[config.mk]
export PLATFORM = sky130hd
export DESIGN_NAME = dma_addr_word_gen
export DESIGN_NICKNAME = d
export VERILOG_FILES = /design/src/rtl/dma_addr_word_gen.sv
export SDC_FILE = /design/constraint.sdc
export NUM_CORES = 1
export LEC_CHECK = 0
export ABC_AREA = 0
export CAP_MARGIN = 40
export CORE_ASPECT_RATIO = 0.7
export CORE_MARGIN = 10
export CORE_UTILIZATION = 25
export CTS_CLUSTER_SIZE = 10
export DETAILED_ROUTE_END_ITERATION = 7
export GPL_ROUTABILITY_DRIVEN = 1
export SLEW_MARGIN = 10
export SYNTH_ARGS = -nofsm -noshare
export SYNTH_HDL_FRONTEND = slang
export SYNTH_SLANG_ARGS = --single-unit
[constraint.sdc]
create_clock -name clk -period 3.1 [get_ports clk]
set_input_delay 0.62 -clock clk [delete_from_list [all_inputs] [get_ports clk]]
set_output_delay 0.62 -clock clk [all_outputs]
set_load 0.01 [all_outputs]
[src/rtl/dma_addr_word_gen.sv]
// DMA address/word-count generator: programmable control, initial-address and
// word-count registers driving an address counter and a word counter with a completion flag.
module dma_addr_word_gen #(
    parameter int WIDTH = 8
) (
    input  logic             clk,
    input  logic             rst_n,
    input  logic [WIDTH-1:0] di,
    input  logic [1:0]       sel,
    input  logic             plwr,
    input  logic             reinit,
    input  logic             aci,
    input  logic             wci,
    output logic [WIDTH-1:0] dout,
    output logic [WIDTH-1:0] addr,
    output logic             done
);

    typedef enum logic [1:0] {
        MODE_WC_DEC  = 2'b00,
        MODE_WC_CMP  = 2'b01,
        MODE_AC_CMP  = 2'b10,
        MODE_FREE    = 2'b11
    } mode_t;

    localparam logic [WIDTH-1:0] ONE = WIDTH'(1);

    logic [2:0]       cr;
    logic [WIDTH-1:0] ar;
    logic [WIDTH-1:0] ac;
    logic [WIDTH-1:0] wr;
    logic [WIDTH-1:0] wc;
    logic [WIDTH-1:0] ac_next;
    logic [WIDTH-1:0] wc_next;
    mode_t            mode;
    logic             wr_cr;
    logic             wr_ar;
    logic             wr_wr;

    assign mode  = mode_t'(cr[1:0]);
    assign wr_cr = !plwr && (sel == 2'd0);
    assign wr_ar = !plwr && (sel == 2'd1);
    assign wr_wr = !plwr && (sel == 2'd2);

    // Lowest to highest priority: count, reload, then a direct register write.
    always_comb begin
        ac_next = ac;
        if (aci)
            ac_next = cr[2] ? ac - ONE : ac + ONE;
        if (reinit)
            ac_next = ar;
        if (wr_ar)
            ac_next = di;
    end

    always_comb begin
        wc_next = wc;
        if (wci)
            wc_next = (mode == MODE_WC_DEC) ? wc - ONE : wc + ONE;
        if (reinit)
            wc_next = (mode == MODE_WC_DEC) ? wr : '0;
        if (wr_wr)
            wc_next = (mode == MODE_WC_DEC) ? di : '0;
    end

    always_ff @(posedge clk or negedge rst_n) begin
        if (!rst_n) begin
            cr <= '0;
            ar <= '0;
            ac <= '0;
            wr <= '0;
            wc <= '0;
        end else begin
            if (wr_cr)
                cr <= di[2:0];
            if (wr_ar)
                ar <= di;
            if (wr_wr)
                wr <= di;
            ac <= ac_next;
            wc <= wc_next;
        end
    end

    always_comb begin
        dout = '0;
        unique case (sel)
            2'd0: dout = WIDTH'(cr);
            2'd1: dout = ac;
            2'd2: dout = wr;
            2'd3: dout = wc;
        endcase
    end

    always_comb begin
        done = 1'b0;
        unique case (mode)
            MODE_WC_DEC: done = (wc == '0);
            MODE_WC_CMP: done = (wc == wr);
            MODE_AC_CMP: done = (ac == wr);
            MODE_FREE:   done = 1'b0;
        endcase
    end

    assign addr = ac;

endmodule
==> results of run 1 <==
-- cells in the mapped netlist (all sizes together) (2+ instances only) --
library cell   n  area, um2
a211oi         2       15.0
a21o           4       30.0
a21oi         23        115
a221oi         2       23.8
a22o          10       87.6
a31oi          5       31.3
and3           3       18.8
buf           10       53.8
clkbuf         8       30.0
dfrtp         35        876
ha            10        125
inv           14       52.6
mux2          14        158
mux2i          9       90.1
mux4           3       71.3
nand2         42        158
nand3          8       40.0
nand4          3       18.8
nor2          17       63.8
nor2b          2       12.5
nor3           6       30.0
nor3b          2       20.0
nor4           2       12.5
nor4b          2       17.5
o21a           7       52.6
o21ai         18       90.1
o221ai         2       23.8
or4            2       18.8
xnor2          9       78.8
xor2          12        105
-- power breakdown --
group	switching, mW	internal (mW)
logic	0.555	0.550
clock network	0.194	0.297
registers	0.124	0.557
total	0.873	1.40
-- kinds of logic after synthesis --
kind of cell | Yosys count | synth area share (%)
flops | 35 | 32.1
buf+inv | 32 | 5.00
mux | 26 | 11.7
xor+xnor | 21 | 6.74
fa+ha+maj | 11 | 5.32
simple gates | 98 | 17.6
compound gates | 85 | 21.5
-- per-layer routing --
| metal | vias up | routed length, um | track usage (%) |
|---|---|---|---|
| met1 | 1258 | 4250 | 16.2 |
| met3 | 2 | 655 | 3.31 |
| met4 | 0 | 37 | 1.94 |
| met5 | - | 0 | 0 |
| met2 | 75 | 3350 | 15.1 |
| li1 | 1209 | - | - |
-- flip-flops by register name, summed over array words and instances, names as in the netlist --
register	count
cr	3
wc	8
ar	8
addr	8
wr	8
-- repair_timing --
action | in CTS | in global routing
resized for setup | 3 | 4
endpoints found under the hold margin | 0 | 0
endpoints found under the setup margin | 1 | 1
pin swaps | 0 | 1
cloned | 0 | 0
-- worst max path at each step --
stage / to / cells past startpoint / from / slack, ns
after floorplan: wc[6]$_DFFE_PN0P_ / 12 / cr[0]$_DFFE_PN0P_ / 0.48
after global placement: done / 9 / cr[0]$_DFFE_PN0P_ / -0.006
after detailed placement: done / 9 / cr[0]$_DFFE_PN0P_ / -0.15
after CTS: done / 9 / cr[0]$_DFFE_PN0P_ / 0.02
after global routing: dout[1] / 3 / sel[1] / 0.02
final: dout[1] / 3 / sel[1] / 0.08
-- per-stage QoR --
| stage | util (%) | setup WS, ns | cell area [um2] | hold WS [ns] |
|---|---|---|---|---|
| 3_3_place_gp | 31.6 | -0.00584 | 3320 | 0.455 |
| 2_1_floorplan | - | 0.475 | 2730 | 0.324 |
| 4_1_cts | 33.0 | 0.0174 | 3470 | 0.478 |
| 3_5_place_dp | 31.6 | -0.153 | 3320 | 0.466 |
| 6_report | 33.2 | 0.0754 | 3490 | 0.175 |
| 5_1_grt | 33.2 | 0.0152 | 3490 | 0.178 |
-- area by class of cell --
cell class | instances | area share [%]
tap | 148 | 5.30
sequential | 35 | 25.1
multi-input combinational | 241 | 49.6
clock buffer | 7 | 3.80
timing repair buffer | 55 | 14.5
clock inverter | 1 | 0.143
inverter | 14 | 1.50
-- cell usage in the layout (no fill, tap or decap), types with 3 or more instances in the layout --
cell type / count
inv_1: 14
dfrtp_1: 35
xnor2_1: 9
nand3_1: 8
nor3_1: 6
mux2_2: 13
a31oi_1: 5
nor2_1: 17
nand4_1: 3
clkdlybuf4s50_1: 30
a21oi_1: 23
xor2_1: 12
o21ai_0: 18
clkbuf_16: 5
and3_1: 3
ha_1: 9
o21a_1: 7
a21o_1: 4
mux2i_1: 9
nand2_1: 42
a22o_1: 10
buf_4: 21
==> results by group, run 1 <==
Worst setup path
  • Largest delay share family, worst path: buffers and inverters
  • WP data arrival: 2.40 ns
  • CP max FO: 6
  • Crit path cell chain: clkdlybuf4s50_1, mux4_1, clkdlybuf4s50_1
  • Worst r2r dst: wc[6]$_DFFE_PN0P_
  • Worst endpoint required time: 2.48 ns
  • Worst reg2reg path depth: 11
  • Kind of critical path: in2out
  • Crit start category: input pin
  • Most frequent CP cell: clkdlybuf4s50_1
  • R2R setup slack: 0.41 ns
  • Buf/Inv on CP: 2
  • Max incr delay on CP: 0.66 ns
  • Slowest-stage cell, CP: clkdlybuf4s50_1
  • Reg-to-Reg Start: cr[0]$_DFFE_PN0P_
  • Crit. End Element: output port

Timing
  • # setup viols final: 0
  • Worst slew margin relative to its limit: 62.7%
  • Hold Fails Final Rpt: 0
  • Fin crit share: 97.6%
  • Tmin final: 3.02 ns
  • Fin Setup TNS: 0 ns
  • Worst-Margin Slew: 0.559 ns
  • Final Max Slew Viols: 0
  • RSZ-0062 raised after global routing: false
  • Clock skew: 0.00231 ns
  • Achievable frequency: 331 MHz

Logic synthesis
  • Mapped Cells: 308
  • Post-synthesis register bit count: 35
  • EDFF count, synth: 0
  • Sequential-to-total area share from yosys stat: 32.1%
  • Syn. warnings: 0
  • Library cells used by synthesis: 60
  • Mapped Nets: 335
  • Async set-reset flop share out of synthesis: 100%
  • Synthesized area per cell: 8.86 um2
  • Netlist Area Pre-Place: 2730 um2
  • Synth Flop Type: dfrtp_1

GRT
  • Global-route wire length before repair: 13700 um
  • Initial antenna violation count: 0
  • GR Util All Layers: 10.9%
  • Grt ovf: 0
  • Largest net degree at the start of global routing: 36
  • Vias in the first global route: 2509

Power
  • Overall power: 2.28 mW
  • Power per cell area: 652 nW/um2
  • Max VDD drop: 0.343 mV
  • Pleak: 1.49 nW

Routing
  • DR vias: 2544
  • DR WL/cell: 16.6 um
  • Drt first-iter violations: 234
  • Final WL: 8290 um
  • Antenna Violating Nets Remaining: 0
  • TritonRoute pass-1 iters: 4
  • Drt via density: 5.08
  • DRC: 0

Cells and area
  • Area growth, synth to finish: 28.1%
  • Sequential cell area: 876 um2
  • Non-Filler Instances: 501
  • Share of post-route cells with drive strength above 1: 15.6%
  • Nets: 379
  • Inserted Diodes: 0
  • Area occupied by multi-input gates: 1730 um2
  • Fillers: 1066

Hold path
  • Hold Crit Class: in2async

Clock tree
  • H-Tree Depth: 2
  • Clk buf depth: 2
  • Clk Latency, worst-skew pair: 0.27 ns
  • Cts hold-fix bufs: 0
  • Clock slew at reported path FFs: 0.06 ns
  • Clock sinks: 35
  • CTS root buf: clkbuf_16
  • CTS Buf Count: 5
  • CTS tree: yes
  • Postcts setup bufs: 0

Die
  • Initial Utilization: 25.9%
  • Die outline area: 15600 um2
  • Core area: 10500 um2
  • Die Span X: 145 um
  • Number of cell rows: 31
  • IO Count: 33
  • Die height: 107 um

Placement
  • IO Port Bufs: 32
  • Detailed placement HPWL: 6300 um
  • Routability congestion estimate: 0.909
  • Cell count after placement: 492

Outcome
  • Outcome: complete, no violations

Job
  • Maxcap violations: 0
(Power assumes the default switching activity.)
==> run 2, diff against run 1 <==
- SKIP_CTS_REPAIR_TIMING: default -> 1
==> run 2 against run 1 <==
Flip-flop and latch count stayed put. Clock power about the same. Setup slack barely moved. Clock skew is 0.0028 ns higher. Via count up 0.75%. Sequential share of layout area shrank 0.054 points. Count of clock-buffer cells in the layout did not move. Non-clock buffer count unchanged. Core utilization increased by 0.072 points. Routed wire length grew 0.11%.
==> results by group, run 2 (synthesized netlist as in run 1, its figures left out) <==
Clock tree
  • Clk Latency, worst-skew pair: 0.28 ns (was 0.27 ns)
  • CTS Buf Count: 5 (unchanged)
  • Clock slew at reported path FFs: 0.06 ns (about the same)
  • H-Tree Depth: 2 (unchanged)
  • Clock sinks: 35 (unchanged)
  • CTS root buf: clkbuf_16 (unchanged)
  • CTS tree: yes (unchanged)
  • Clk buf depth: 2 (unchanged)

Die
  • Core area: 10500 um2 (unchanged)
  • Die outline area: 15600 um2 (unchanged)
  • Number of cell rows: 31 (unchanged)
  • Die Span X: 145 um (unchanged)
  • Die height: 107 um (unchanged)
  • IO Count: 33 (unchanged)
  • Initial Utilization: 25.9% (unchanged)

Timing
  • Final Max Slew Viols: 0 (unchanged)
  • RSZ-0062 raised after global routing: false (unchanged)
  • Fin worst setup slack: 0.0754 ns (about the same)
  • Fin crit share: 97.6% (about the same)
  • Worst slew margin relative to its limit: 62.3% (was 62.7%)
  • # setup viols final: 0 (unchanged)
  • Clock skew: 0.00515 ns (was 0.00231 ns)
  • Hold Fails Final Rpt: 0 (unchanged)
  • Worst-Margin Slew: 0.565 ns (was 0.559 ns)
  • Tmin final: 3.02 ns (about the same)
  • Achievable frequency: 331 MHz (about the same)

GRT
  • Global-route wire length before repair: 13700 um (about the same)
  • Initial antenna violation count: 0 (unchanged)
  • Largest net degree at the start of global routing: 36 (unchanged)
  • Grt ovf: 0 (unchanged)
  • Vias in the first global route: 2505 (was 2509)
  • GR Util All Layers: 11.0% (was 10.9%)

Worst setup path
  • R2R setup slack: 0.42 ns (was 0.41 ns)
  • Worst endpoint required time: 2.48 ns (about the same)
  • Worst r2r dst: wc[6]$_DFFE_PN0P_ (unchanged)
  • CP max FO: 6 (unchanged)
  • Reg-to-Reg Start: cr[0]$_DFFE_PN0P_ (unchanged)
  • Crit start category: input pin (unchanged)
  • WP data arrival: 2.40 ns (about the same)
  • Crit. Startpoint: sel[1] (unchanged)
  • Worst reg2reg path depth: 11 (unchanged)
  • Kind of critical path: in2out (unchanged)
  • Crit. End Element: output port (unchanged)
  • Crit path to: dout[1] (unchanged)

Power
  • Power per cell area: 652 nW/um2 (about the same)
  • Max VDD drop: 0.346 mV (was 0.343 mV)
  • Pleak: 1.51 nW (was 1.49 nW)

Outcome
  • Outcome: complete, no violations (unchanged)

Routing
  • Antenna Violating Nets Remaining: 0 (unchanged)
  • Final WL: 8300 um (was 8290 um)
  • Drt first-iter violations: 221 (was 234)
  • TritonRoute pass-1 iters: 5 (was 4)
  • Drt via density: 5.12 (was 5.08)
  • DR WL/cell: 16.6 um (about the same)
  • DR vias: 2563 (was 2544)
  • DRC: 0 (unchanged)

Placement
  • Detailed placement HPWL: 6300 um (unchanged)
  • Routability congestion estimate: 0.909 (unchanged)
  • DP Worst Slack: -0.153 ns (unchanged)
  • IO Port Bufs: 32 (unchanged)
  • Cell count after placement: 492 (unchanged)

Cells and area
  • Inserted Diodes: 0 (unchanged)
  • Non-Filler Instances: 501 (unchanged)
  • Commonest cells after routing, fill and taps aside: 42 x nand2_1, 35 x dfrtp_1, 30 x clkdlybuf4s50_1 (unchanged)
  • Most common cell after layout, fill and taps aside: nand2_1 (unchanged)
  • Area growth, synth to finish: 28.3% (was 28.1%)
  • Nets: 379 (unchanged)
  • Fillers: 1067 (was 1066)
  • Share of post-route cells with drive strength above 1: 15.3% (was 15.6%)

Job
  • Maxcap violations: 0 (unchanged)

Hold path
  • Hold Crit Class: in2async (unchanged)
-- run 2: changes by cell type in the layout (fill, tap and decap cells not counted) --
cell | before | now
clkbuf_2 | 1 | 0
dlymetal6s2s_1 | 0 | 1
-- run 2: area by class of cell --
| type | count | area [um2] | share of cell area [%] |
|---|---|---|---|
| well taps | 148 | 185 | 5.29 |
| clock buffers | 7 | 133 | 3.79 |
| clock inverters | 1 | 5.00 | 0.143 |
| multi-input cells | 241 | 1730 | 49.5 |
| inverters | 14 | 52.6 | 1.50 |
| flip-flops and latches | 35 | 876 | 25.0 |
| repair buffers | 55 | 515 | 14.7 |
-- run 2: worst min path at each step --
stage	to	slack [ns]	cells after the start
5_1_grt	wc[1]$_DFFE_PN0P_	0.18	1
3_5_place_dp	ar[6]$_DFFE_PN0P_	0.47	2
4_1_cts	addr[1]$_DFFE_PN0P_	0.48	1
3_3_place_gp	ar[5]$_DFFE_PN0P_	0.45	2
2_1_floorplan	addr[0]$_DFFE_PN0P_	0.32	0
6_report	wr[1]$_DFFE_PN0P_	0.17	1
-- run 2: through the flow --
step	cell area, um2	hold slack (ns)	total power, mW	TNS, ns	util (%)
after floorplan	2730	0.324	1.40	0	-
after global placement	3320	0.455	1.76	-0.00584	31.6
after detailed placement	3320	0.466	1.78	-0.153	31.6
after CTS	3460	0.478	2.27	-0.458	32.9
after global routing	3500	0.178	2.44	0	33.3
final	3500	0.174	2.28	0	33.3
-- run 2: power breakdown --
part	total (mW)	switching, mW	internal, mW
sequential	0.681	0.125	0.557
combinational	1.11	0.556	0.551
clock	0.494	0.197	0.297
total	2.28	0.877	1.40
-- run 2: per-layer routing --
layer  part of all wire (%)  global-route usage (%)  vias to the layer above
met4                   0.45                    1.94                        0
met1                     51                    16.3                     1256
met3                    8.8                    3.31                        2
met2                     40                    15.1                       96
li1                       -                       -                     1209
met5                      0                       0                        -
-- run 2: worst max-delay path: stages --
cell,delay [ns]
clkdlybuf4s50_1,0.66
mux4_1,0.62
clkdlybuf4s50_1,0.51
